===== config.mk =====
export PLATFORM = sky130hd
export DESIGN_NAME = irq_sequencer
export DESIGN_NICKNAME = d
export VERILOG_FILES = /design/src/rtl/irq_pkg.sv /design/src/rtl/prio_enc.sv /design/src/rtl/irq_sequencer.sv
export SDC_FILE = /design/constraint.sdc
export NUM_CORES = 1
export LEC_CHECK = 0
export BUFFER_PORTS_ARGS = -buffer_cell sky130_fd_sc_hd__buf_4
export CORE_MARGIN = 2
export CORE_UTILIZATION = 48
export CTS_CLUSTER_SIZE = 30
export DETAILED_ROUTE_END_ITERATION = 8
export GPL_TIMING_DRIVEN = 0
export HOLD_SLACK_MARGIN = 0.1
export PLACE_DENSITY = 0.75
export REMOVE_ABC_BUFFERS = 1
export SLEW_MARGIN = 20
export SYNTH_ARGS = -nofsm -noshare
export SYNTH_HDL_FRONTEND = slang
export SYNTH_HIERARCHICAL = 1
export SYNTH_SLANG_ARGS = --single-unit

===== constraint.sdc =====
create_clock -name clk -period 1.7 [get_ports clk]
set_input_delay 0.17 -clock clk [delete_from_list [all_inputs] [get_ports clk]]
set_output_delay 0.17 -clock clk [all_outputs]
set_load 0.005 [all_outputs]

===== src/rtl/irq_pkg.sv =====
// Shared types and default sizing for the interrupt sequencer slice.
package irq_pkg;

  typedef enum logic [1:0] {
    IDLE,
    REQ,
    SERVICE
  } irq_state_t;

  localparam int N_SRC_DEF = 4;
  localparam int ID_W_DEF  = 2;

endpackage


===== src/rtl/prio_enc.sv =====
// Combinational fixed-priority encoder: the lowest set index wins.
module prio_enc #(
  parameter int N_SRC = 4,
  parameter int ID_W  = 2
) (
  input  logic [N_SRC-1:0] req,
  output logic             valid,
  output logic [ID_W-1:0]  index
);

  always_comb begin
    valid = 1'b0;
    index = '0;
    for (int unsigned i = 0; i < N_SRC; i++) begin
      if (req[i] && !valid) begin
        valid = 1'b1;
        index = ID_W'(i);
      end
    end
  end

endmodule


===== src/rtl/irq_sequencer.sv =====
// Edge-detects interrupt lines into pending latches, arbitrates by fixed
// priority and runs the ExtIRQ/ExtIAck/ERET handshake with the core.
module irq_sequencer
  import irq_pkg::*;
#(
  parameter int N_SRC = N_SRC_DEF,
  parameter int ID_W  = ID_W_DEF
) (
  input  logic             clk,
  input  logic             reset,
  input  logic [N_SRC-1:0] irq_in,
  input  logic             mask_we,
  input  logic [N_SRC-1:0] mask_wdata,
  input  logic             ExtIAck,
  input  logic             ERet,
  output logic             ExtIRQ,
  output logic [ID_W-1:0]  irq_id,
  output logic             in_service,
  output logic [N_SRC-1:0] pending
);

  irq_state_t       state_q, state_d;
  logic [N_SRC-1:0] irq_prev;
  logic [N_SRC-1:0] mask_q, mask_d;
  logic [N_SRC-1:0] edges, eligible, clr;
  logic [ID_W-1:0]  sel_id, sel_d, enc_index;
  logic             enc_valid, grant;

  assign edges    = irq_in & ~irq_prev;
  assign eligible = pending & mask_q;
  assign mask_d   = mask_we ? mask_wdata : mask_q;

  prio_enc #(
    .N_SRC (N_SRC),
    .ID_W  (ID_W)
  ) u_prio_enc (
    .req   (eligible),
    .valid (enc_valid),
    .index (enc_index)
  );

  always_comb begin
    state_d = state_q;
    sel_d   = sel_id;
    grant   = 1'b0;
    case (state_q)
      IDLE: begin
        if (enc_valid) begin
          sel_d   = enc_index;
          state_d = REQ;
        end
      end
      REQ: begin
        // Ack takes precedence over a same-cycle mask write that would withdraw.
        if (ExtIAck) begin
          grant   = 1'b1;
          state_d = SERVICE;
        end else if (!(mask_d[sel_id] && pending[sel_id])) begin
          state_d = IDLE;
        end
      end
      SERVICE: begin
        if (ERet) state_d = IDLE;
      end
      default: state_d = IDLE;
    endcase
  end

  always_comb begin
    clr = '0;
    if (grant) clr[sel_id] = 1'b1;
  end

  always_ff @(posedge clk) begin
    if (reset) begin
      state_q  <= IDLE;
      sel_id   <= '0;
      irq_prev <= '1;
      mask_q   <= '1;
      pending  <= '0;
    end else begin
      state_q  <= state_d;
      sel_id   <= sel_d;
      irq_prev <= irq_in;
      mask_q   <= mask_d;
      // A new edge on the granted source survives its own clear.
      pending  <= (pending & ~clr) | edges;
    end
  end

  assign ExtIRQ     = (state_q == REQ);
  assign in_service = (state_q == SERVICE);
  assign irq_id     = sel_id;

endmodule


Yosys cells after proc, flatten, opt, wreduce, memory -nomap -nowiden --
Cells that the tools add are included.
Storage, ports and cells: register bits after elaboration 16, output and inout port bits 8
Operators by class: order comparisons 2, equality and inequality tests 5, multiplexer cells 22, bitwise gates (word level) 6, reductions and logical operators 11
Operator list (count):
- AND 4 bit | 3
- 2-to-1 mux 2 bit | 6
- 2-to-1 mux 1 bit | 10
- 2-to-1 mux 4 bit | 2
- inverter 4 bit | 2
- one-hot mux 2 bit (3 select lines) | 1
- logical AND 1 bit | 5
- binary-select mux 1 bit (select 2 bit) | 2
- inequality test 2 bit, second input constant | 2
- bitwise OR 4 bit | 1
- logical NOT 1 bit | 3
- < comparator 2 x 3 -> 1 bit, second input constant | 1
- inequality test 3 bit, second input constant | 1
- AND reduction 3 bit | 1
- demux 1 bit (select 2 bit) | 1
- equality test 2 x 1 -> 1 bit, second input constant | 1
- equality test 2 bit, second input constant | 1
- >= comparator 2 x 1 -> 1 bit, second input constant | 1
- logical NOT 2 bit | 1
- AND reduction 2 bit | 1

Depth between registers and ports, before layout --
Gate-level depths: netlist of run 1.
depth in word-level cells 13, gate-level depth with buffers 6

Hierarchy --
The synthesis of run 1 kept the hierarchy.
Modules (own cells, without submodules):
- irq_sequencer | instances 1, cells each 67, area an instance 693.2 sq um
- prio_enc | instances 1, cells each 7, area an instance 35.0 sq um

Worst setup path before layout of run 1 --
Ideal clock, no wire load.
path type register to register, start register pending[0], end register sel_id[0], in the netlist irq_id[0], setup time 126 ps, arrival 1250 ps, data required time 1574 ps, path slack 325 ps, stages on the path, launching flop included 7, cells stage by stage dfxtp_1 -> and2_1 -> nor2_1 -> nand2_1 -> nor3b_1 -> mux2i_1 -> nor2_1
Between the ends: word-level cells in the longest chain between the ends 12, elaborated cells between the ends (all ways) 15
Ends and longest elaborated chain:
- from (decl) | line irq_sequencer.sv:19 | output logic [N_SRC-1:0] pending
- from (signal assigned) | line irq_sequencer.sv:87 | pending <= (pending & ~clr) | edges;
- AND 4 bit * | line irq_sequencer.sv:30 | assign eligible = pending & mask_q;
- named net eligible[0] | line irq_sequencer.sv:25 | logic [N_SRC-1:0] edges, eligible, clr;
- 2-to-1 mux 1 bit * | line prio_enc.sv:15 | if (req[i] && !valid) begin
- logical NOT 1 bit | line prio_enc.sv:15
- logical AND 1 bit | line prio_enc.sv:15
- 2-to-1 mux 1 bit * | line prio_enc.sv:15
- logical NOT 1 bit | line prio_enc.sv:15
- logical AND 1 bit | line prio_enc.sv:15
- 2-to-1 mux 1 bit * | line prio_enc.sv:15
- logical NOT 1 bit | line prio_enc.sv:15
- logical AND 1 bit | line prio_enc.sv:15
- 2-to-1 mux 1 bit * | line prio_enc.sv:15
- named net enc_valid | line irq_sequencer.sv:27 | logic enc_valid, grant;
- AND reduction 2 bit (no line) *
- to (signal assigned) | line irq_sequencer.sv:83 | sel_id <= sel_d;
- to (decl) | line irq_sequencer.sv:26 | logic [ID_W-1:0] sel_id, sel_d, enc_index;
The timed path passes the listed nets; every way through them passes the cells marked *. A chain may end at the register's enable or synchronous reset.

Final worst setup path of run 1 --
Same ends and word-level chain as after synthesis.

==> results.md, run 1 <==
* Final Max Slew Viols at 0
* Final setup fails at 0
* Storage element area at roughly 320 µm²
* #FFs+latches synth at 16
* CTS H-tree depth at 1
* TritonCTS clock tree: done
* Area Growth Syn to Fin at 28.4%
* Slowest-stage cell, CP: nor3b_1
* Post-synth top area share at 44.0%
* Cell Pwr Density at 785 nW/µm²
* Status: complete, no violations
* Critical path origin: pending[0]
* DRC errors left at 0
* Rel. slew slack at between 60% and 70%
* Largest net degree at the start of global routing at 14
* Routed wire per std cell at 12.5 µm
* Most common cell after layout, fill and taps aside: buf_4
* Sequential fraction of design power at 56.6%
* Final setup TNS at 0 ns
* Yosys warns at 6
* Crit path DAT at 1.68 ns
* Share of cells above drive strength 1 at 32.7%
* Psw at 0.177 mW
* Fin. Hold Viols at 0
* Commonest non-fill, non-tap cells in the layout: buf_4 (20), dfxtp_1 (16), nand2b_1 (8)
* GRT Overall Usage at 16.5%
* Top post-synthesis cells by area: dfxtp_1 (44%), nand2b_1 (6.9%), mux4_2 (6.2%)
* DRT antenna net count at 0
* Worst slew pin tran at about 0.50 ns
* Post-synth top area cell: dfxtp_1
* Cell Area, Synth at 728 µm²
* RSZ-0062 raised after global routing: false
* Die Area at 1840 µm²
* Finished Core Util at between 60% and 70%
* Maximum vdd drop at 0.000546 V
* Hold Path Depth at 3
* Internal power at 0.557 mW
* Post-layout min period at roughly 1.5 ns
* Core ar. at ~1500 µm²
* Overflow after GRT at 0
* Final period utilization at roughly 90%
* CP Capture Type: flip-flop
* Final wirelength at 1.42 mm
* PostCTS Resize Cnt at 0
* Clock sink count at 16
* Clock Path Buffers at 2
* Hold Crit Class: in -> reg
* Clock Power Share at 26.2%
* Number of global-route vias before repair at 549
* Leakage at 0.384 nW
* Critical Path Max Stage Delay at between 0.4 and 0.5 ns
* Vias at 600
* Worst R2R Start: pending[0]
* Combinational power share at 17.2%
* Number of max-cap violations at 0
* Syn Inst Count at 74
* Clock skew at about 0.00079 ns
* Clk slew on worst S/H paths at roughly 0.090 ns
* Seq/Total Area, Yosys at 44.0%
* Num rows at 14
* PortBufs at 20
* Initial antenna violation count at 0
* Peak Freq at 0.665 GHz
* 1st-iter DRT viols at 13
* I/O Pins at 21
* Reg2reg setup slack at 0.20 ns
* Avg Cell Area, Syn at roughly 9.8 µm²
* Switching part of the total at roughly 24%
* Hold path startpoint: mask_wdata[0]
* Req. time, crit path at 1.88 ns
* Vias per cell at roughly 5.3
* Post-DP HPWL at 1.06 mm
* Critical path fanouts, max at 4
* Antenna cells at 0
* First-pass GRT wire length at 2.26 mm
* Worst r2r path cells at 6
* DIE WIDTH at 43.0 µm
* Crit-path most repeated cell: nor2_1
* Drt first pass iters at 4
* Initial Utilization at 49.5%
* Post-synthesis cell type count at 25
* Net count, final at between 100 and 150
* Multi-input gate area at 370 µm²
* Die Height at 43.0 µm
* Startpoint Class: flip-flop
* CTS Buf Count at 3
* Layout fillers at around 140
* GPL Wtd Cong at 0.746
* Post-CTS Setup Bufs at 0
* CTS Root Cell: clkbuf_4
* Fin cells at 114
* CP cell instances: and2_1 -> nor2_1 -> nand2_1 -> nor3b_1 -> mux2i_1 -> nor2_1
* Placed Cells at 107
* Setup CP Type: reg -> reg
* Clock insertion delay at the later pin of the skew report at 0.28 ns
==> through the flow <==
stage | total power, mW | instance area (µm²) | setup WS (ns) | hold WS [ns]
floorplan | 0.485 | 702 | 0.336 | 0.239
global placement | 0.541 | 872 | 0.212 | 0.369
detailed placement | 0.544 | 872 | 0.198 | 0.372
CTS | 0.743 | 935 | 0.177 | 0.111
global route | 0.767 | 935 | 0.0329 | 0.114
finish | 0.734 | 935 | 0.195 | 0.115
==> cells in the mapped netlist <==
| master | number |
|---|---|
| a21oi_1 | 5 |
| a21oi_2 | 1 |
| and2_1 | 4 |
| buf_6 | 2 |
| clkbuf_1 | 1 |
| dfxtp_1 | 16 |
| inv_1 | 3 |
| mux2_2 | 2 |
| mux2i_1 | 4 |
| mux4_2 | 2 |
| nand2_1 | 4 |
| nand2b_1 | 8 |
| nand3b_1 | 1 |
| nand4b_1 | 1 |
| nor2_1 | 4 |
| nor2b_1 | 2 |
| nor3_1 | 1 |
| nor3b_1 | 1 |
| nor4b_1 | 1 |
| o21ai_0 | 2 |
| o22ai_1 | 1 |
| o2bb2ai_1 | 1 |
| o311ai_1 | 1 |
| o31ai_1 | 2 |
| or2_2 | 4 |
==> power by group through the flow <==
| stage | combinational [mW] | sequential [mW] | clock, mW |
|---|---|---|---|
| 3_3_place_gp | 0.116 | 0.424 | 0 |
| 2_1_floorplan | 0.0657 | 0.420 | 0 |
| 5_1_grt | 0.137 | 0.420 | 0.210 |
| 4_1_cts | 0.127 | 0.416 | 0.200 |
| 3_5_place_dp | 0.119 | 0.425 | 0 |
| 6_report | 0.126 | 0.416 | 0.192 |
==> final cells by class <==
cell class,instances,area share (%)
flip-flops and latches,16,34.3
inverters,3,1.20
multi-input cells,52,39.6
clock buffers,3,2.41
repair buffers,24,20.3
well taps,16,2.14
==> path summary, 6_finish.rpt <==
path / to
max reg2reg: irq_id[0]
min: mask_q[0]
min reg2reg: pending[1]
max: irq_id[0]
==> cell families (layout without fill, tap and decap cells) <==
family          count (synthesis)  after routing  synth area share (%)
mux                             8              8                  14.8
compound gates                 13             13                  11.3
flops                          16             16                  44.0
buf+inv                         6             30                  5.15
simple gates                   31             31                  24.7
==> timing repair <==
action | in CTS | in global routing
endpoints found under the hold margin | 4 | 0
endpoints found under the setup margin | 0 | 0
hold buffers | 4 | 0
==> state kept, by name, summed over array words and instances, names as in the netlist <==
name and cells:
mask_q 4, state_q 2, irq_id 2, pending 4
irq_prev 4
==> layer usage <==
| metal | GRT usage, % | vias up | routed length [µm] |
|---|---|---|---|
| met5 | 0 | - | 0 |
| met4 | 9.09 | 0 | 9 |
| met3 | 2.98 | 2 | 83 |
| met2 | 27.3 | 16 | 727 |
| li1 | - | 305 | - |
| met1 | 20.0 | 277 | 604 |
==> worst max-delay path, delay by kind of cell (launching register included) <==
| kind | cells | cell delay (ns) |
|---|---|---|
| flops | 1 | 0.38 |
| mux | 1 | 0.24 |
| simple gates | 5 | 0.78 |
Note: power is estimated with default switching activity, not from simulation.
==> run 2, diff against run 1 <==
--- a/config.mk
+++ b/config.mk
@@ -5,14 +5,15 @@
 export SDC_FILE = /design/constraint.sdc
 export NUM_CORES = 1
 export LEC_CHECK = 0
-export BUFFER_PORTS_ARGS = -buffer_cell sky130_fd_sc_hd__buf_4
+export ABC_AREA = 1
+export BUFFER_PORTS_ARGS = -buffer_cell sky130_fd_sc_hd__buf_2
 export CORE_MARGIN = 2
-export CORE_UTILIZATION = 48
+export CORE_UTILIZATION = 50
 export CTS_CLUSTER_SIZE = 30
 export DETAILED_ROUTE_END_ITERATION = 8
 export GPL_TIMING_DRIVEN = 0
 export HOLD_SLACK_MARGIN = 0.1
-export PLACE_DENSITY = 0.75
+export PLACE_DENSITY = 0.76
 export REMOVE_ABC_BUFFERS = 1
 export SLEW_MARGIN = 20
 export SYNTH_ARGS = -nofsm -noshare
==> results.md, run 2 <==
* Total Power at 0.841 mW (+15%)
* Req. time, crit path at 1.53 ns (-0.35 ns)
* Critical Path Max Stage Delay at 0.60 ns (+0.17 ns)
* Share of async-settable or async-resettable flops after synthesis at 0% (unchanged)
* CP Capture Type: output pin
* Post-synth top area cell: dfxtp_1
* Drt first pass iters at 4 (unchanged)
* Clock Path Buffers at 2 (unchanged)
* Largest registers: irq_prev (4), mask_q (4), pending (4)
* DRC errors left at 0 (unchanged)
* Worst slew pin tran at 0.431 ns (-0.0715 ns)
* PostCTS Resize Cnt at 0 (unchanged)
* Area Growth Syn to Fin at 21.2%
* Cell Area, Synth at 797 µm² (+9.5%)
* Clk slew on worst S/H paths at 0.09 ns (about the same)
* Clock skew at 0.00154 ns (+0.000750 ns)
* Initial antenna violation count at 0 (unchanged)
* Setup CP Type: reg -> out
* CTS H-tree depth at 1 (unchanged)
* Net count, final at 155 (+37%)
* Avg Cell Area, Syn at 6.87 µm² (-30%)
* Commonest non-fill, non-tap cells in the layout: nand2_1 (35), buf_2 (20), inv_1 (18)
* Number of global-route vias before repair at 682 (+24%)
* Seq/Total Area, Yosys at 40.2% (-3.8 points)
* Post-synth EDFFs at 0 (unchanged)
* Area share of fa/ha/maj cells after synthesis at 0% (unchanged)
* Worst path depth at 1 (-5)
* Clock insertion delay at the later pin of the skew report at 0.29 ns (about the same)
* Critical path fanouts, max at 9 (+5)
* Maximum vdd drop at 0.000460 V (-16%)
* Slowest-stage cell, CP: dfxtp_1
* Commonest cells post-synth: nand2_1 (35), inv_1 (18), dfxtp_1 (16)
* GRT Overall Usage at 17.6% (+1.1 points)
* Final Max Slew Viols at 0 (unchanged)
* TritonCTS clock tree: done
* Share of cells above drive strength 1 at 29.1% (-3.6 points)
* Worst r2r path cells at 7 (+1)
* Critical path origin: irq_id[0]
* #FFs+latches synth at 16 (unchanged)
* Cell Pwr Density at 871 nW/µm² (+11%)
* Die Area at 1930 µm² (+4.6%)
* Synth Area in Simple Gates at 33.9% (+9.2 points)
* Main synth FF type: dfxtp_1
* Post-DP HPWL at 1.14 mm (+7.8%)
* Top Family by Delay on Critical Path: flip-flops
* Hold Crit Class: in -> reg
* Die Height at 43.9 µm (+2.3%)
* Post-synth top area share at 40.2% (-3.8 points)
* Worst path bufs/invs at 1 (+1)
* Hold Path Depth at 3 (unchanged)
* Reg2reg setup slack at 0.48 ns (+0.28 ns)
* Vias per cell at 4.78 (-9.2%)
* DIE WIDTH at 43.9 µm (+2.3%)
* Mux cell area share after synthesis at 0% (-15 points)
* DRT antenna net count at 0 (unchanged)
* Crit path DAT at 1.08 ns (-0.60 ns)
* Post-synthesis compound-gate area fraction at 11.3% (-0.037 points)
* Final period utilization at 73.3% (-15 points)
* PortBufs at 20 (unchanged)
* Clock sink count at 16 (unchanged)
* Syn Inst Count at 116 (+57%)
* Leakage at 0.527 nW (+37%)
* 1st-iter DRT viols at 10 (-3)
* First-pass GRT wire length at 2.58 mm (+14%)
* Final setup fails at 0 (unchanged)
* Final wirelength at 1.48 mm (+3.9%)
* Post-synthesis cell type count at 19 (-24%)
* Vias at 750 (+25%)
* CTS Root Cell: clkbuf_4
* Hold path startpoint: mask_wdata[2]
* CTS Buf Count at 3 (unchanged)
* Largest family of logic cells by synthesized area: simple AND/OR/NAND/NOR gates
* Worst R2R Start: pending[0]
* Final WS setup at 0.453 ns (+0.258 ns)
* Routed wire per std cell at 9.43 µm (-25%)
* Status: complete, no violations
* Antenna cells at 0 (unchanged)
* GPL Wtd Cong at 0.833 (+12%)
* Number of max-cap violations at 0 (unchanged)
* Xor-xnor portion of the synthesized cell area at 0% (unchanged)
* Largest net degree at the start of global routing at 10 (-4)
* Rel. slew slack at 71.2% (+4.8 points)
* Overflow after GRT at 0 (unchanged)
* Most common cell after layout, fill and taps aside: nand2_1
* Yosys warns at 6 (unchanged)
* I/O Pins at 21 (unchanged)
* Peak Freq at 0.802 GHz (+21%)
* CP cell instances: buf_2
* Startpoint Class: flip-flop
* Core ar. at 1510 µm² (+2.4%)
* Post-layout min period at 1.25 ns (-0.258 ns)
* Fin. Hold Viols at 0 (unchanged)
* Top post-synthesis cells by area: dfxtp_1 (40%), nand2_1 (16%), inv_1 (8.5%)
* Final setup TNS at 0 ns (unchanged)
* Num rows at 14 (unchanged)
* Most common cell in the synthesized netlist: nand2_1
* Dpl ws at 0.508 ns (+0.311 ns)
* Initial Utilization at 52.9% (+3.4 points)
* RSZ-0062 raised after global routing: false
## run 2: cells by family after synthesis
kind of cell / count (synthesis)
buffers and inverters: 26
AOI/OAI and AO/OA: 15
DFF: 16
and+or+nand+nor: 59
## run 2: power by group
part           switching [mW]  total, mW  internal, mW
logic                  0.0833      0.154        0.0709
registers              0.0341      0.435         0.401
clock network           0.121      0.252         0.130
## run 2: layer usage
layer / global-route usage [%] / routed length (µm) / vias up
met1: 21.9 / 704 / 330
li1: - / - / 404
met3: 4.17 / 62 / 2
met2: 28.8 / 699 / 14
met4: 7.88 / 13 / 0
met5: 0 / 0 / -
## run 2: worst paths after layout
kind                     end
setup / recovery   irq_id[0]
hold / removal     mask_q[2]
setup reg to reg   irq_id[0]
hold reg to reg   pending[1]
## run 2: layout make-up
type	instances	area, µm²
Inverter	23	88.8
Fill cell	142	541
Tap cell	16	20.0
Sequential cell	16	320
Timing Repair Buffer	24	140
Multi-Input combinational cell	74	360
Clock buffer	4	36.3
## run 2: timing repair
action | in CTS | in global routing
setup buffers | 0 | 0
endpoints found under the hold margin | 4 | 0
hold buffers | 4 | 0
## run 2: stage by stage
stage | instance area, µm² | util, % | hold WS, ns | std cells
after floorplan | 769 | - | 0.232 | 113
after global placement | 890 | 59.1 | 0.348 | 149
after detailed placement | 890 | 59.1 | 0.357 | 149
after CTS | 966 | 64.1 | 0.109 | 157
after global routing | 966 | 64.1 | 0.120 | 157
final | 966 | 64.1 | 0.111 | 157
==> run 3, diff against run 2 <==
==> constraint.sdc (replaced) <==
create_clock -name clk -period 1.2 [get_ports clk]
set_input_delay 0.12 -clock clk [delete_from_list [all_inputs] [get_ports clk]]
set_output_delay 0.12 -clock clk [all_outputs]
set_load 0.005 [all_outputs]
==> results.md, run 3 (synthesized netlist as in run 2, its figures left out) <==
* Status: complete, no violations
* Setup CP Type: reg -> reg
* CP Capture Type: flip-flop
* Clock Path Buffers at 2 (unchanged)
* Post-layout min period at between 1 and 1.5 ns
* Clock insertion delay at the later pin of the skew report at 0.29 ns (about the same)
* Most common cell after layout, fill and taps aside: nand2_1
* Hold Crit Class: in -> reg
* Clock skew at 0.00361 ns (+0.00207 ns)
* CTS H-tree depth at 1 (unchanged)
* First-pass GRT wire length at 2.73 mm (+5.6%)
* Worst path bufs/invs at 1 (unchanged)
* Crit-path most repeated cell: nand2_1
* CTS Root Cell: clkbuf_4
* Req. time, crit path at 1.39 ns (-0.14 ns)
* Critical Path Max Stage Delay at 0.38 ns (-0.22 ns)
* Finished Core Util at 68.2% (+4.1 points)
* Area Growth Syn to Fin at 28.9%
* GPL Wtd Cong at 0.833 (unchanged)
* Final setup fails at 0 (unchanged)
* Die Area at 1930 µm² (unchanged)
* DIE WIDTH at 43.9 µm (unchanged)
* Crit path DAT at 1.30 ns (+0.22 ns)
* DRC errors left at 0 (unchanged)
* TritonCTS clock tree: done
* Final Max Slew Viols at 0 (unchanged)
* Leakage at 0.552 nW (+4.8%)
* Final WS setup at 0.0890 ns (-0.364 ns)
* Net count, final at 160 (+3.2%)
* 1st-iter DRT viols at 5 (-5)
* Final period utilization at 92.6%
* CP cell instances: nand2_1 -> inv_1 -> nor2_1 -> nand2_1 -> nand3_2 -> o21ai_1 -> a21oi_1
* Placed Cells at 149 (unchanged)
* Critical path fanouts, max at 5 (-4)
* Share of cells above drive strength 1 at 32.2% (+3.1 points)
* Antenna cells at 0 (unchanged)
* Final setup TNS at 0 ns (unchanged)
* Top Family by Delay on Critical Path: flip-flops
* Overflow after GRT at 0 (unchanged)
* CTS Buf Count at 3 (unchanged)
* Vias per cell at 4.90 (+2.5%)
* Post-DP HPWL at 1.14 mm (unchanged)
* Largest registers: irq_prev (4), mask_q (4), pending (4)
* Worst slew pin tran at 0.245 ns (-0.187 ns)
* Reg2reg setup slack at 0.09 ns (-0.39 ns)
* Num rows at 14 (unchanged)
* Hold Crit Endpoint: mask_q[0]
* Largest net degree at the start of global routing at 10 (unchanged)
* Number of global-route vias before repair at 702 (+2.9%)
* Maximum vdd drop at 0.000701 V (+53%)
* Worst r2r path cells at 7 (unchanged)
* Drt first pass iters at 4 (unchanged)
* Hold path startpoint: mask_wdata[0]
* Hold Path Depth at 5 (+2)
* Initial antenna violation count at 0 (unchanged)
* Clk slew on worst S/H paths at 0.09 ns (about the same)
* Startpoint Class: flip-flop
* Slowest-stage cell, CP: dfxtp_1
* Worst R2R Start: pending[3]
* I/O Pins at 21 (unchanged)
* Rel. slew slack at 83.6% (+12 points)
* PortBufs at 20 (unchanged)
* Peak Freq at 0.900 GHz
* Core ar. at 1510 µm² (unchanged)
* Number of max-cap violations at 0 (unchanged)
* Commonest non-fill, non-tap cells in the layout: nand2_1 (35), buf_2 (20), inv_1 (18)
* DRT antenna net count at 0 (unchanged)
* Final wirelength at 1.60 mm (+8.3%)
* Fin. Hold Viols at 0 (unchanged)
* Die Height at 43.9 µm (unchanged)
* Routed wire per std cell at 9.90 µm (+5.0%)
* Initial Utilization at 52.9% (unchanged)
* GRT Overall Usage at 18.7% (+1.1 points)
* Fin cells at 162 (+3.2%)
* Cell Pwr Density at 1180 nW/µm² (+36%)
* Reg2Reg Capture Point: irq_id[1]
* Clock sink count at 16 (unchanged)
* Dpl ws at 0.00835 ns (-0.500 ns)
* Vias at 793 (+5.7%)
-- run 3: changes by cell type in the layout (fill, tap and decap cells not counted), sizes merged --
cell         change
dlygate4sd3      +5
-- run 3: how the worst max path moves through the flow --
stage               slack, ns  depth (start not counted)        from         end
CTS                      0.02                          7   irq_id[1]  state_q[0]
finish                   0.09                          7  pending[3]   irq_id[1]
detailed placement      0.008                          7  pending[0]   irq_id[1]
floorplan                0.11                          7   irq_id[0]  state_q[0]
global route            -0.02                          7  pending[2]   irq_id[1]
global placement        0.008                          7   irq_id[0]  state_q[0]
-- run 3: power breakdown --
group,leakage [nW],internal (mW),switching [mW]
Sequential,0.134,0.572,0.0483
Clock,0.0210,0.185,0.173
Combinational,0.397,0.113,0.126
Total,0.552,0.870,0.347
-- run 3: timing repair --
action                                  4_1_cts  5_1_grt
hold endpoints to repair                     13        0
endpoints found under the setup margin        2        5
resized for setup                             2        6
setup buffers                                 0        0
hold buffers                                  9        0
-- run 3: per-layer routing --
layer,GRT usage [%],wire [µm],share of wire (%)
met5,0,0,0
met2,29.4,761,47
met4,10.3,35,2.2
met1,23.3,711,44
met3,4.58,94,5.9
-- run 3: final cells by class --
class | count | area (µm²)
Multi-Input combinational cell | 74 | 365
Inverter | 23 | 88.8
Timing Repair Buffer | 29 | 190
Tap cell | 16 | 20.0
Clock buffer | 4 | 36.3
Fill cell | 128 | 479
Sequential cell | 16 | 327
-- run 3: per-stage QoR --
step | instance area (µm²) | hold slack (ns) | power, mW
2_1_floorplan | 769 | 0.182 | 0.762
3_3_place_gp | 890 | 0.298 | 0.834
3_5_place_dp | 890 | 0.307 | 0.838
4_1_cts | 1020 | 0.118 | 1.22
5_1_grt | 1030 | 0.152 | 1.29
6_report | 1030 | 0.128 | 1.22
-- run 3: tightest hold or removal path: cells and delay by family --
| kind | cells | cell delay, ns |
|---|---|---|
| simple gates | 3 | 0.16 |
| buf+inv | 2 | 0.10 |
